<file path="src/rtl/mcycle_ctrl.sv">
// mcycle_ctrl -- multi-cycle MIPS-subset controller.
//
// Walks each instruction through FETCH/DECODE and then the execute,
// memory, branch or write-back states its class needs, driving the
// datapath control lines from the current state plus the op/funct
// fields. Only state, instret and illegal are stored; every other output
// is decoded combinationally.
//
// Ports
//   clk        rising-edge clock
//   reset      asynchronous, active-low
//   op, funct  instr[31:26], instr[5:0]
//   zero       ALU result == 0      (beq condition)
//   dayuling   ALU operand A > 0    (bgtz condition)
//   pcwr, npcsel, irwr              PC / IR load controls
//   regwrite, regdst, wdsel         register-file write controls
//   memwrite                        data-memory write strobe
//   alusrc, aluop, extop            ALU operand / immediate controls
//   state      current FSM state code
//   instret    retired legal instruction count (wraps)
//   illegal    sticky flag, set when an unknown op/funct is decoded
//
// Configuration
//   MCYCLE_CTRL_BGTZ_EN  when defined, op 000111 (bgtz) is decoded as a
//                        branch on dayuling; otherwise it is illegal.

module mcycle_ctrl (
  input  logic        clk,
  input  logic        reset,
  input  logic [5:0]  op,
  input  logic [5:0]  funct,
  input  logic        zero,
  input  logic        dayuling,
  output logic        pcwr,
  output logic [1:0]  npcsel,
  output logic        irwr,
  output logic        regwrite,
  output logic [1:0]  regdst,
  output logic [1:0]  wdsel,
  output logic        memwrite,
  output logic        alusrc,
  output logic [1:0]  aluop,
  output logic [1:0]  extop,
  output logic [3:0]  state,
  output logic [31:0] instret,
  output logic        illegal
);

  typedef enum logic [3:0] {
    S_FETCH  = 4'd0,
    S_DECODE = 4'd1,
    S_EXEC   = 4'd2,
    S_WB_ALU = 4'd3,
    S_MADDR  = 4'd4,
    S_MRD    = 4'd5,
    S_WB_MEM = 4'd6,
    S_MWR    = 4'd7,
    S_BRANCH = 4'd8
  } state_e;

  // Opcode / funct encodings
  localparam logic [5:0] OP_RTYPE = 6'b000000;
  localparam logic [5:0] OP_J     = 6'b000010;
  localparam logic [5:0] OP_JAL   = 6'b000011;
  localparam logic [5:0] OP_BEQ   = 6'b000100;
  localparam logic [5:0] OP_BGTZ  = 6'b000111;
  localparam logic [5:0] OP_ORI   = 6'b001101;
  localparam logic [5:0] OP_LUI   = 6'b001111;
  localparam logic [5:0] OP_LW    = 6'b100011;
  localparam logic [5:0] OP_SW    = 6'b101011;
  localparam logic [5:0] FN_ADDU  = 6'b100001;
  localparam logic [5:0] FN_SUBU  = 6'b100011;
  localparam logic [5:0] FN_JR    = 6'b001000;

  // Control field encodings
  localparam logic [1:0] NPC_PC4 = 2'b00, NPC_BR  = 2'b01, NPC_J   = 2'b10, NPC_JR = 2'b11;
  localparam logic [1:0] RD_RT   = 2'b00, RD_RD   = 2'b01, RD_R31  = 2'b10;
  localparam logic [1:0] WD_ALU  = 2'b00, WD_DM   = 2'b01, WD_PC   = 2'b10;
  localparam logic [1:0] ALU_ADD = 2'b00, ALU_SUB = 2'b01, ALU_OR  = 2'b10, ALU_B  = 2'b11;
  localparam logic [1:0] EXT_Z   = 2'b00, EXT_S   = 2'b01, EXT_HI  = 2'b10;

  state_e      state_q, state_d;
  logic [31:0] instret_q, instret_d;
  logic        illegal_q, illegal_d;

  // ---------------------------------------------------------------------
  // Instruction decode
  // ---------------------------------------------------------------------
  logic is_rtype, is_addu, is_subu, is_jr, is_j, is_jal;
  logic is_ori, is_lui, is_lw, is_sw, is_beq, is_bgtz;
  logic is_alu, is_mem, is_br, br_take;

  assign is_rtype = (op == OP_RTYPE);
  assign is_addu  = is_rtype && (funct == FN_ADDU);
  assign is_subu  = is_rtype && (funct == FN_SUBU);
  assign is_jr    = is_rtype && (funct == FN_JR);
  assign is_j     = (op == OP_J);
  assign is_jal   = (op == OP_JAL);
  assign is_ori   = (op == OP_ORI);
  assign is_lui   = (op == OP_LUI);
  assign is_lw    = (op == OP_LW);
  assign is_sw    = (op == OP_SW);
  assign is_beq   = (op == OP_BEQ);

`ifdef MCYCLE_CTRL_BGTZ_EN
  assign is_bgtz  = (op == OP_BGTZ);
  assign br_take  = is_beq ? zero : (is_bgtz ? dayuling : 1'b0);
`else
  // bgtz is not decoded, so its condition input has no consumer.
  logic unused_dayuling;
  assign unused_dayuling = dayuling;
  assign is_bgtz  = 1'b0;
  assign br_take  = is_beq ? zero : 1'b0;
`endif

  assign is_alu = is_addu | is_subu | is_ori | is_lui;
  assign is_mem = is_lw | is_sw;
  assign is_br  = is_beq | is_bgtz;

  // ALU operand controls for the arithmetic class; held through EXEC and
  // WB_ALU so the ALU result stays stable while it is written back.
  logic [1:0] alu_aluop, alu_extop;
  logic       alu_alusrc;

  always_comb begin
    alu_aluop  = ALU_ADD;
    alu_alusrc = 1'b0;
    alu_extop  = EXT_Z;
    if (is_subu) begin
      alu_aluop = ALU_SUB;
    end else if (is_ori) begin
      alu_aluop  = ALU_OR;
      alu_alusrc = 1'b1;
    end else if (is_lui) begin
      alu_aluop  = ALU_B;
      alu_alusrc = 1'b1;
      alu_extop  = EXT_HI;
    end
  end

  // ---------------------------------------------------------------------
  // State register
  // ---------------------------------------------------------------------
  always_ff @(posedge clk or negedge reset) begin
    if (!reset) begin
      state_q   <= S_FETCH;
      instret_q <= 32'd0;
      illegal_q <= 1'b0;
    end else begin
      state_q   <= state_d;
      instret_q <= instret_d;
      illegal_q <= illegal_d;
    end
  end

  // ---------------------------------------------------------------------
  // Next state and control decode
  // ---------------------------------------------------------------------
  logic pcwr_c, irwr_c, regwrite_c, memwrite_c, retire;

  always_comb begin
    state_d    = S_FETCH;
    illegal_d  = illegal_q;
    retire     = 1'b0;
    pcwr_c     = 1'b0;
    irwr_c     = 1'b0;
    regwrite_c = 1'b0;
    memwrite_c = 1'b0;
    npcsel     = NPC_PC4;
    regdst     = RD_RT;
    wdsel      = WD_ALU;
    alusrc     = 1'b0;
    aluop      = ALU_ADD;
    extop      = EXT_Z;

    case (state_q)
      S_FETCH: begin
        irwr_c  = 1'b1;
        pcwr_c  = 1'b1;
        state_d = S_DECODE;
      end

      S_DECODE: begin
        if (is_j || is_jal) begin
          pcwr_c = 1'b1;
          npcsel = NPC_J;
          retire = 1'b1;
          if (is_jal) begin
            regwrite_c = 1'b1;
            regdst     = RD_R31;
            wdsel      = WD_PC;
          end
        end else if (is_jr) begin
          pcwr_c = 1'b1;
          npcsel = NPC_JR;
          retire = 1'b1;
        end else if (is_alu) begin
          state_d = S_EXEC;
        end else if (is_mem) begin
          state_d = S_MADDR;
        end else if (is_br) begin
          state_d = S_BRANCH;
        end else begin
          // Unknown encoding: flag it and drop the instruction silently.
          illegal_d = 1'b1;
        end
      end

      S_EXEC: begin
        aluop   = alu_aluop;
        alusrc  = alu_alusrc;
        extop   = alu_extop;
        state_d = S_WB_ALU;
      end

      S_WB_ALU: begin
        aluop      = alu_aluop;
        alusrc     = alu_alusrc;
        extop      = alu_extop;
        regwrite_c = 1'b1;
        wdsel      = WD_ALU;
        regdst     = is_rtype ? RD_RD : RD_RT;
        retire     = 1'b1;
      end

      S_MADDR: begin
        aluop   = ALU_ADD;
        alusrc  = 1'b1;
        extop   = EXT_S;
        state_d = is_sw ? S_MWR : S_MRD;
      end

      S_MRD: begin
        aluop   = ALU_ADD;
        alusrc  = 1'b1;
        extop   = EXT_S;
        state_d = S_WB_MEM;
      end

      S_WB_MEM: begin
        regwrite_c = 1'b1;
        wdsel      = WD_DM;
        regdst     = RD_RT;
        retire     = 1'b1;
      end

      S_MWR: begin
        aluop      = ALU_ADD;
        alusrc     = 1'b1;
        extop      = EXT_S;
        memwrite_c = 1'b1;
        retire     = 1'b1;
      end

      S_BRANCH: begin
        aluop  = ALU_SUB;
        alusrc = 1'b0;
        extop  = EXT_S;
        npcsel = NPC_BR;
        pcwr_c = br_take;
        retire = 1'b1;
      end

      // Unused codes recover to FETCH without retiring anything.
      default: state_d = S_FETCH;
    endcase
  end

  assign instret_d = instret_q + {31'd0, retire};

  // Strobes are gated by reset so nothing is written while it is held,
  // even though FETCH (the reset state) would otherwise assert them.
  assign pcwr     = pcwr_c     & reset;
  assign irwr     = irwr_c     & reset;
  assign regwrite = regwrite_c & reset;
  assign memwrite = memwrite_c & reset;

  assign state    = state_q;
  assign instret  = instret_q;
  assign illegal  = illegal_q;

endmodule

</file>
<file path="config.mk">
export PLATFORM = sky130hd
export DESIGN_NAME = mcycle_ctrl
export DESIGN_NICKNAME = d
export VERILOG_FILES = /design/src/rtl/mcycle_ctrl.sv
export SDC_FILE = /design/constraint.sdc
export NUM_CORES = 1
export LEC_CHECK = 0
export ABC_CLOCK_PERIOD_IN_PS = 2850
export CORE_UTILIZATION = 30
export CTS_CLUSTER_SIZE = 40
export DETAILED_ROUTE_END_ITERATION = 10
export DONT_BUFFER_PORTS = 1
export MAX_ROUTING_LAYER = met4
export PLACE_DENSITY_LB_ADDON = 0.3
export SLEW_MARGIN = 20
export SYNTH_ARGS = -nofsm -noshare
export SYNTH_HDL_FRONTEND = slang
export SYNTH_SLANG_ARGS = --single-unit
</file>
<file path="constraint.sdc">
create_clock -name clk -period 2.85 [get_ports clk]
set_input_delay 0.4275 -clock clk [delete_from_list [all_inputs] [get_ports clk]]
set_output_delay 0.4275 -clock clk [all_outputs]
set_load 0.01 [all_outputs]
</file>
After elaboration in Yosys (flattened, before gate mapping):

Index checks and enable logic that the tools add are counted.

* shift-type cells: 0
* bitwise logic cells: 13
* multipliers: 0
* order comparisons: 0
* div/mod/pow operators: 0
* multiplexer cells: 37
* equality and inequality tests: 18
* add/subtract/negate cells: 1
* reductions and logical operators: 12

Operators with widths (number)
* 32-bit by 1-bit adder with 32-bit output: 1
* 6-bit == test (second input constant): 4
* 2-bit two-way mux: 11
* 4-bit two-way mux: 5
* 2-bit one-hot mux with 2 select lines: 5
* 4-bit one-hot mux with 5 select lines: 1
* 6-bit by 4-bit == test with 1-bit output (second input constant): 3
* 4-bit by 3-bit == test with 1-bit output (second input constant): 4
* 6-bit by 2-bit == test with 1-bit output (second input constant): 2
* 1-bit two-way mux: 11
* 4-bit by 2-bit == test with 1-bit output (second input constant): 2
* 4-bit OR reduction: 2
* 6-bit by 3-bit == test with 1-bit output (second input constant): 1
* 6-bit logical NOT: 1
* 1-bit one-hot mux with 2 select lines: 3
* 6-bit AND reduction: 1
* 1-bit inverter: 5
* 1-bit bitwise AND: 4
* 4-bit by 1-bit == test with 1-bit output (second input constant): 1
* 4-bit == test (second input constant): 1
* 4-bit logical NOT: 1
* 1-bit bitwise OR: 4
* 2-bit OR reduction: 2
* 1-bit logical AND: 3
* other kinds (3): 3

* RAM bits: 0
* bits in latches: 0
* register bits: 37
* ROM bits: 0
* memories: 0
* input bits: 16
* logic and storage cells: 84

Logic depth before layout (Yosys ltp):

Gate-level depths: netlist (run 1).

* depth after elaboration: 9
* mapped depth: 11
* gate-level depth less buffers: 10

Worst setup path before layout (run 1):

No wires, ideal clock.

* kind: register to register
* from: register state_q[1] (netlist: state[1])
* to: register instret_q[27] (netlist: instret[27])
* setup time: 0.126 ns
* buffers on the path: 1
* setup slack: 0.208 ns
* cell stages (with the launch flop): 11
* period minus slack after synthesis: 2.642 ns
* required time: 2.724 ns
* arrival: 2.516 ns
* cells stage by stage: dfrtp_1 > clkbuf_1 > nor4b_2 > nand2_1 > or2_2 > nand3_1 > ha_1 > nand3_1 > nor4_4 > nand4_1 > xnor2_1

* cells in the longest elaborated chain, start to end: 4
* elaborated cells between the ends (all ways): 8

Ends and longest elaborated chain
* start, declared: line 82 `state_e state_q, state_d;`
* start signal, assigned: line 150 `state_q <= state_d;`
* 4-bit == test (tied with other cells): line 176 `case (state_q)`
* 4-bit OR reduction (no source line)
* 1-bit one-hot mux with 2 select lines (*): line 176
* 32-bit by 1-bit adder with 32-bit output (*): line 269 `assign instret_d = instret_q + {31'd0, retire};`
* via instret_d[27]: line 83 `logic [31:0] instret_q, instret_d;`
* end signal, assigned: line 151 `instret_q <= instret_d;`
* end, declared: line 83

The timed path passes the listed nets; every way through them passes the cells marked *.
A chain may end at the register's enable or synchronous reset.

Worst setup path after layout (run 1):

* from: register state_q[1] (netlist: state[1])
* to: register instret_q[18] (netlist: instret[18])

The elaborated chain is that of the path after synthesis.

==> run metrics, run 1 <==
detail-routed via count per cell ~5.3; Post-DP Area around 2100 µm²; ys flop type sky130_fd_sc_hd__dfrtp_1; largest net degree at the start of global routing 38; cell at the root of the clock tree sky130_fd_sc_hd__clkbuf_8; dominant cell by count in the synthesized netlist sky130_fd_sc_hd__dfrtp_1; area of the core 6060 µm²; Post-DRT Antenna Nets 0; critical path fanouts, max 9; number of levels in the clock H-tree 2; crit-path cells nor4b_2 > nand2_1 > or2_2 > nand3_1 > ha_1 > ha_1 > nand2_1 > nor4_4 > buf_4 > nand4_1 > xnor2_1; slowest stage delay, CP ~0.4 ns; Synthesized Nets between 200 and 250; Clock Latency Late Sink slightly below 0.3 ns; final antenna diode count 0; number of placement rows 28; fraction of final layout cells sized beyond drive strength 1 between 10% and 20%; Area Overhead vs Synth 15.8%; async set-reset flop share out of synthesis between 90% and 100%; Clock Skews roughly 0.0065 ns; initial core utilization 32.0%; crit end category flop; Max stage delay cell, worst path sky130_fd_sc_hd__nor4b_2; total wirelength of the detailed-routed design 4180 µm; Static Leakage a little over 1 nW; crit path DAT around 2.8 ns; total via count after detailed routing roughly 1.5k; Post-Route M1 WL between 1500 and 2000 µm; post-layout utilization of the core between 30% and 40%; largest cells by area after synthesis sky130_fd_sc_hd__dfrtp_1 (48%), sky130_fd_sc_hd__xnor2_1 (10%), sky130_fd_sc_hd__nand3_1 (3.6%), sky130_fd_sc_hd__nand2_1 (3.3%), sky130_fd_sc_hd__xor2_1 (3.2%); overall power of the completed layout 1.46 mW; total CTS buffers 5; cell taking the most area after synthesis sky130_fd_sc_hd__dfrtp_1; fin nets between 200 and 250; final setup TNS 0 ns; number of buffer cells added on primary ports 0; die extent in x just over 80 µm; DRC violation total after the first TritonRoute iteration 53; synth cell count leaders sky130_fd_sc_hd__dfrtp_1 (37), sky130_fd_sc_hd__xnor2_1 (23), sky130_fd_sc_hd__nand2_1 (17); Final min period ~2.6 ns; required time at the endpoint of the critical path roughly 3.0 ns; clock-pin transition on the worst setup and hold timing paths roughly 0.080 ns; critical setup path kind reg -> reg; #FFs+latches synth 37; final weighted congestion in routability-driven placement 0.798; met3 routed WL around 350 µm; HPWL reported at the end of detailed placement around 3000 µm; floorplan die area ~6800 µm²; Netlist cell types 39; final standard cell area without fillers between 2000 and 2500 µm²; drt wl/cell about 15 µm; I/O pin count 68; Routed met2 length between 1500 and 2000 µm; power density cells approximately 650 nW/µm²; worst-margin pin slew around 0.59 ns; count of non-filler cells in the finished layout approximately 280; proportion of synthesized chip area in sequential cells a little under half; max-capacitance violation count 0; first-pass iteration count of the detailed router 4; global router's overall resource usage between 10% and 20%; Netlist Area Pre-Place around 1900 µm²; number of max-slew violations in the final report 0; detailed-route DRC error count 0; wire length of the first global-routing pass between 6000 and 7000 µm; Top Layer Used met4; Die Ht 82.4 µm; cells after synthesis 189; Fin. Hold Viols 0; post-CTS setup buffers 0; highest clock rate 0.386 GHz; setup repair after global routing missed its margin false; Max Buffers Root-to-Sink 2; VDD IR-drop max 0.000237 V; Synthesis Warnings 0; class of the most critical hold timing path in -> reg; Mapped Avg Cell Area 10.2 µm²; clock net sink count 37; EDFF count, synth 0; worst setup slack for register-to-register paths between 0.2 and 0.3 ns; initial antenna violation count 0; total grt overflow 0; status completed; # placed instances 268; final setup vio count 0; critical path launch point type flop; number of global-route vias before repair 1443; clock tree from TritonCTS built; Slew HR about 60%; final worst-path cycle share approximately 91%; share of the synthesized area in the top cell type 47.8%
-- cells in the final DEF, fill, tap and decap left out, drive strengths merged, types with 2 or more instances in the layout --
| cell | count |
|---|---|
| xor2 | 7 |
| a21oi | 3 |
| nor3b | 2 |
| nand4 | 7 |
| nor4b | 3 |
| and3 | 7 |
| inv | 5 |
| and4 | 6 |
| dfrtp | 37 |
| nor2 | 13 |
| xnor2 | 23 |
| bufinv | 2 |
| nor4 | 5 |
| a31oi | 2 |
| buf | 10 |
| nand3 | 14 |
| o21ai | 5 |
| nor2b | 2 |
| nor3 | 2 |
| o21a | 2 |
| ha | 2 |
| and2 | 8 |
| a22o | 2 |
| nand2 | 17 |
| clkbuf | 5 |
-- cells by family after synthesis --
kind of cell	after synthesis	share of synthesized area, %
compound gates	18	5.94
xor+xnor	30	13.6
fa+ha+maj	2	1.29
buf+inv	10	2.00
flops	37	47.8
simple gates	92	29.4
-- stage by stage --
stage | hold slack [ns] | worst slack (ns)
3_3_place_gp | 0.133 | 0.0956
2_1_floorplan | 0.132 | 0.208
3_5_place_dp | 0.133 | 0.0945
5_1_grt | 0.363 | 0.0121
6_report | 0.364 | 0.262
4_1_cts | 0.353 | 0.220
-- power by group --
group,internal (mW),leakage [nW],total [mW],switching (mW)
sequential,0.570,0.501,0.629,0.0590
combinational,0.115,0.460,0.300,0.185
clock,0.348,0.0681,0.534,0.186
-- registers in the layout, indices dropped and copies added, names as in the netlist --
name	flops
illegal	1
instret	32
state	4
-- final cells by class --
type / count / area, µm²
fillers: 624 / 3820
well taps: 75 / 93.8
repair buffers: 11 / 97.6
clock inverters: 3 / 65.1
inverters: 5 / 18.8
multi-input cells: 142 / 972
flip-flops and latches: 37 / 926
clock buffers: 5 / 68.8
-- worst max-delay path: cells and delay by family (launching register included) --
family / cells / cell delay, ns
simple gates: 7 / 1.35
flops: 1 / 0.39
buf+inv: 1 / 0.21
xor+xnor: 1 / 0.14
fa+ha+maj: 2 / 0.38
-- routing by layer --
layer / global-route usage (%) / vias to the layer above
met3: 5.05 / 8
met5: - / -
li1: - / 689
met4: 5.96 / 0
met1: 15.2 / 714
met2: 22.6 / 70
-- path summary, 6_finish.rpt --
path                              from           to  cells past startpoint
min in group asynchronous        reset  instret[20]                      2
min reg2reg                instret[31]  instret[31]                      1
max reg2reg                   state[1]  instret[18]                     11
min                              op[3]     state[1]                      2
max                           state[1]  instret[18]                     11
max in group asynchronous        reset  instret[25]                      2
-- repair_timing --
action	in CTS	in global routing
hold buffers	2	0
resized for setup	0	0
hold endpoints to repair	37	0
Note: power is estimated with default switching activity, not from simulation.
==> inputs of run 2 (changes only) <==
Settings changed: ABC_AREA from default to 1.
==> run 2 against run 1 <==
Synthesized cell count increased by 71%. Clock power decreased by 12%. First-iteration DRC count increased by 34%. Worst hold slack got worse by 0.022 ns. Via count increased by 38%. Critical path type unchanged.
==> run metrics, run 2 <==
status completed; worst flop-to-flop path startpoint state[2]; initial core utilization roughly a third; Max Buffers Root-to-Sink 2; Netlist Area Pre-Place 2330 µm²; cells after synthesis 323; class of the most critical hold timing path in -> reg; DRC violation total after the first TritonRoute iteration between 70 and 80; number of global-route vias before repair about 2.0k; dominant cell by count in the synthesized netlist sky130_fd_sc_hd__nand2_1; HPWL reported at the end of detailed placement 4450 µm; number of levels in the clock H-tree 2; post-layout utilization of the core 35.7%; total wirelength of the detailed-routed design between 5000 and 6000 µm; Post-DRT Antenna Nets 0; Clock Skews about 0.0072 ns; Slew HR 73.2%; worst-margin pin slew around 0.40 ns; crit end category flop; Static Leakage 1.21 nW; die extent in x around 90 µm; #FFs+latches synth 37; worst setup path startpoint state[2]; commonest non-fill, non-tap cell in the layout sky130_fd_sc_hd__nand2_1; critical setup path kind reg -> reg; total CTS buffers 5; Netlist cell types 26; proportion of synthesized chip area in sequential cells 39.8%; Clock Latency Late Sink 0.29 ns; EDFF count, synth 0; Final min period about 2.6 ns; detailed-route DRC error count 0; wire length of the first global-routing pass about 9400 µm; Synthesized Nets roughly 340; highest-count cells in the layout ignoring fill and taps sky130_fd_sc_hd__nand2_1 (107), sky130_fd_sc_hd__nor2_1 (54), sky130_fd_sc_hd__dfrtp_1 (37); worst hold start op[2]; fin nets around 350; ys flop type sky130_fd_sc_hd__dfrtp_1; number of buffer cells added on primary ports 0; required time at the endpoint of the critical path around 3 ns; floorplan die area slightly above 8000 µm²; critical path fanouts, max 6; Die Ht 90.1 µm; total via count after detailed routing between 2k and 2.5k; I/O pin count 68; share of the synthesized area in the top cell type 39.8%; largest cells by area after synthesis sky130_fd_sc_hd__dfrtp_1 (40%), sky130_fd_sc_hd__nand2_1 (17%), sky130_fd_sc_hd__nor2_1 (8.7%), sky130_fd_sc_hd__inv_1 (5.5%), sky130_fd_sc_hd__xor2_1 (4.9%); area of the core roughly 7400 µm²; Area Overhead vs Synth 12.8%; async set-reset flop share out of synthesis 100%; final setup TNS 0 ns; number of placement rows 31; highest clock rate 0.391 GHz; Synthesis Warnings 0; crit path DAT ~2.7 ns; largest net degree at the start of global routing 38; Mapped Avg Cell Area 7.21 µm²; detail-routed via count per cell between 4 and 5; clock-pin transition on the worst setup and hold timing paths ~0.07 ns; clock net sink count 37; cell taking the most area after synthesis sky130_fd_sc_hd__dfrtp_1; first-pass iteration count of the detailed router 4; critical path launch point type flop; total grt overflow 0; fraction of final layout cells sized beyond drive strength 1 between 10 and 15%; global router's overall resource usage between 10 and 15%; power density cells roughly 550 nW/µm²; final setup vio count 0; number of flip-flops in the largest register 32; synth cell count leaders sky130_fd_sc_hd__nand2_1 (107), sky130_fd_sc_hd__nor2_1 (54), sky130_fd_sc_hd__dfrtp_1 (37); clock tree from TritonCTS built; initial antenna violation count 1; drt wl/cell between 10 and 15 µm; final antenna diode count 0; count of non-filler cells in the finished layout 435; Fin. Hold Viols 0; final weighted congestion in routability-driven placement a little under 0.9; cell at the root of the clock tree sky130_fd_sc_hd__clkbuf_8; max-capacitance violation count 0; # placed instances about 430; count of fill cells added during filler insertion between 700 and 800; VDD IR-drop max approximately 0.00017 V; final worst-path cycle share 89.7%; number of max-slew violations in the final report 0
run 2: cell types whose count changed after synthesis, sizes merged, moves of 6 or more:
cell / before / now
and2: 8 / 1
and4: 6 / 0
inv: 5 / 38
nand2: 17 / 109
nand3b: 1 / 10
nor2: 13 / 59
nor3: 2 / 14
xnor2: 23 / 4
xor2: 7 / 13
run 2: critical path, stage by stage, from the launching register on:
cell and delay [ns]:
sky130_fd_sc_hd__dfrtp_1 0.42, sky130_fd_sc_hd__inv_1 0.13, sky130_fd_sc_hd__nand2_1 0.16, sky130_fd_sc_hd__nor3_4 0.21, sky130_fd_sc_hd__nand2_1 0.14, sky130_fd_sc_hd__nand4_1 0.10
sky130_fd_sc_hd__ha_1 0.20, sky130_fd_sc_hd__ha_1 0.24, sky130_fd_sc_hd__nand3_2 0.15, sky130_fd_sc_hd__nor2_4 0.21, sky130_fd_sc_hd__nand2_2 0.13, sky130_fd_sc_hd__nor2_4 0.16
sky130_fd_sc_hd__nand3_1 0.08, sky130_fd_sc_hd__nand2_1 0.08, sky130_fd_sc_hd__nand2_1 0.04
run 2: final cells by class:
type	instances	area, µm²	share of cell area (%)
Timing Repair Buffer	5	52.6	2.00
Clock inverter	1	30.0	1.14
Inverter	39	146	5.57
Tap cell	99	124	4.71
Multi-Input combinational cell	247	1260	48.0
Sequential cell	37	926	35.2
Clock buffer	7	86.3	3.29
run 2: final timing paths:
path,slack (ns),to,cells past startpoint
setup / recovery,0.29,instret[20],14
hold / removal,0.34,state[2],3
setup reg to reg,0.29,instret[20],14
hold reg to reg,0.55,illegal,2
max in group asynchronous,2.05,instret[21],2
min in group asynchronous,0.61,instret[17],2
run 2: power by group:
group          switching (mW)  internal (mW)
registers               0.100          0.580
clock network           0.184          0.285
logic                   0.187          0.106
total                   0.471          0.971
run 2: repair_timing:
| action | 4_1_cts | 5_1_grt |
|---|---|---|
| hold endpoints to repair | 37 | 0 |
| setup buffers | 0 | 0 |
| gates resized for setup | 0 | 1 |
| hold buffers | 2 | 0 |
| endpoints found under the setup margin | 0 | 2 |
run 2: through the flow:
step	instance area, µm²	total power, mW	setup slack [ns]	hold slack [ns]
finish	2630	1.44	0.293	0.342
global route	2630	1.53	-0.00697	0.330
CTS	2620	1.45	0.215	0.337
detailed placement	2470	0.962	0.184	0.133
global placement	2470	0.953	0.222	0.133
floorplan	2330	0.884	0.511	0.132
run 2: cells by family after synthesis:
| family | count (synthesis) | share of synthesized area, % |
|---|---|---|
| and+or+nand+nor | 222 | 45.2 |
| buffers and inverters | 39 | 6.29 |
| DFF | 37 | 39.8 |
| xor gates and xnor gates | 17 | 6.39 |
| AOI/OAI and AO/OA | 6 | 1.29 |
| adders and majority gates | 2 | 1.07 |
run 2: routing by layer:
metal	vias to the layer above	track usage, %	part of all wire (%)
met3	7	4.15	8.0
met5	-	-	0
met1	941	17.3	43
li1	1033	-	-
met4	0	3.63	0.85
met2	66	25.3	48
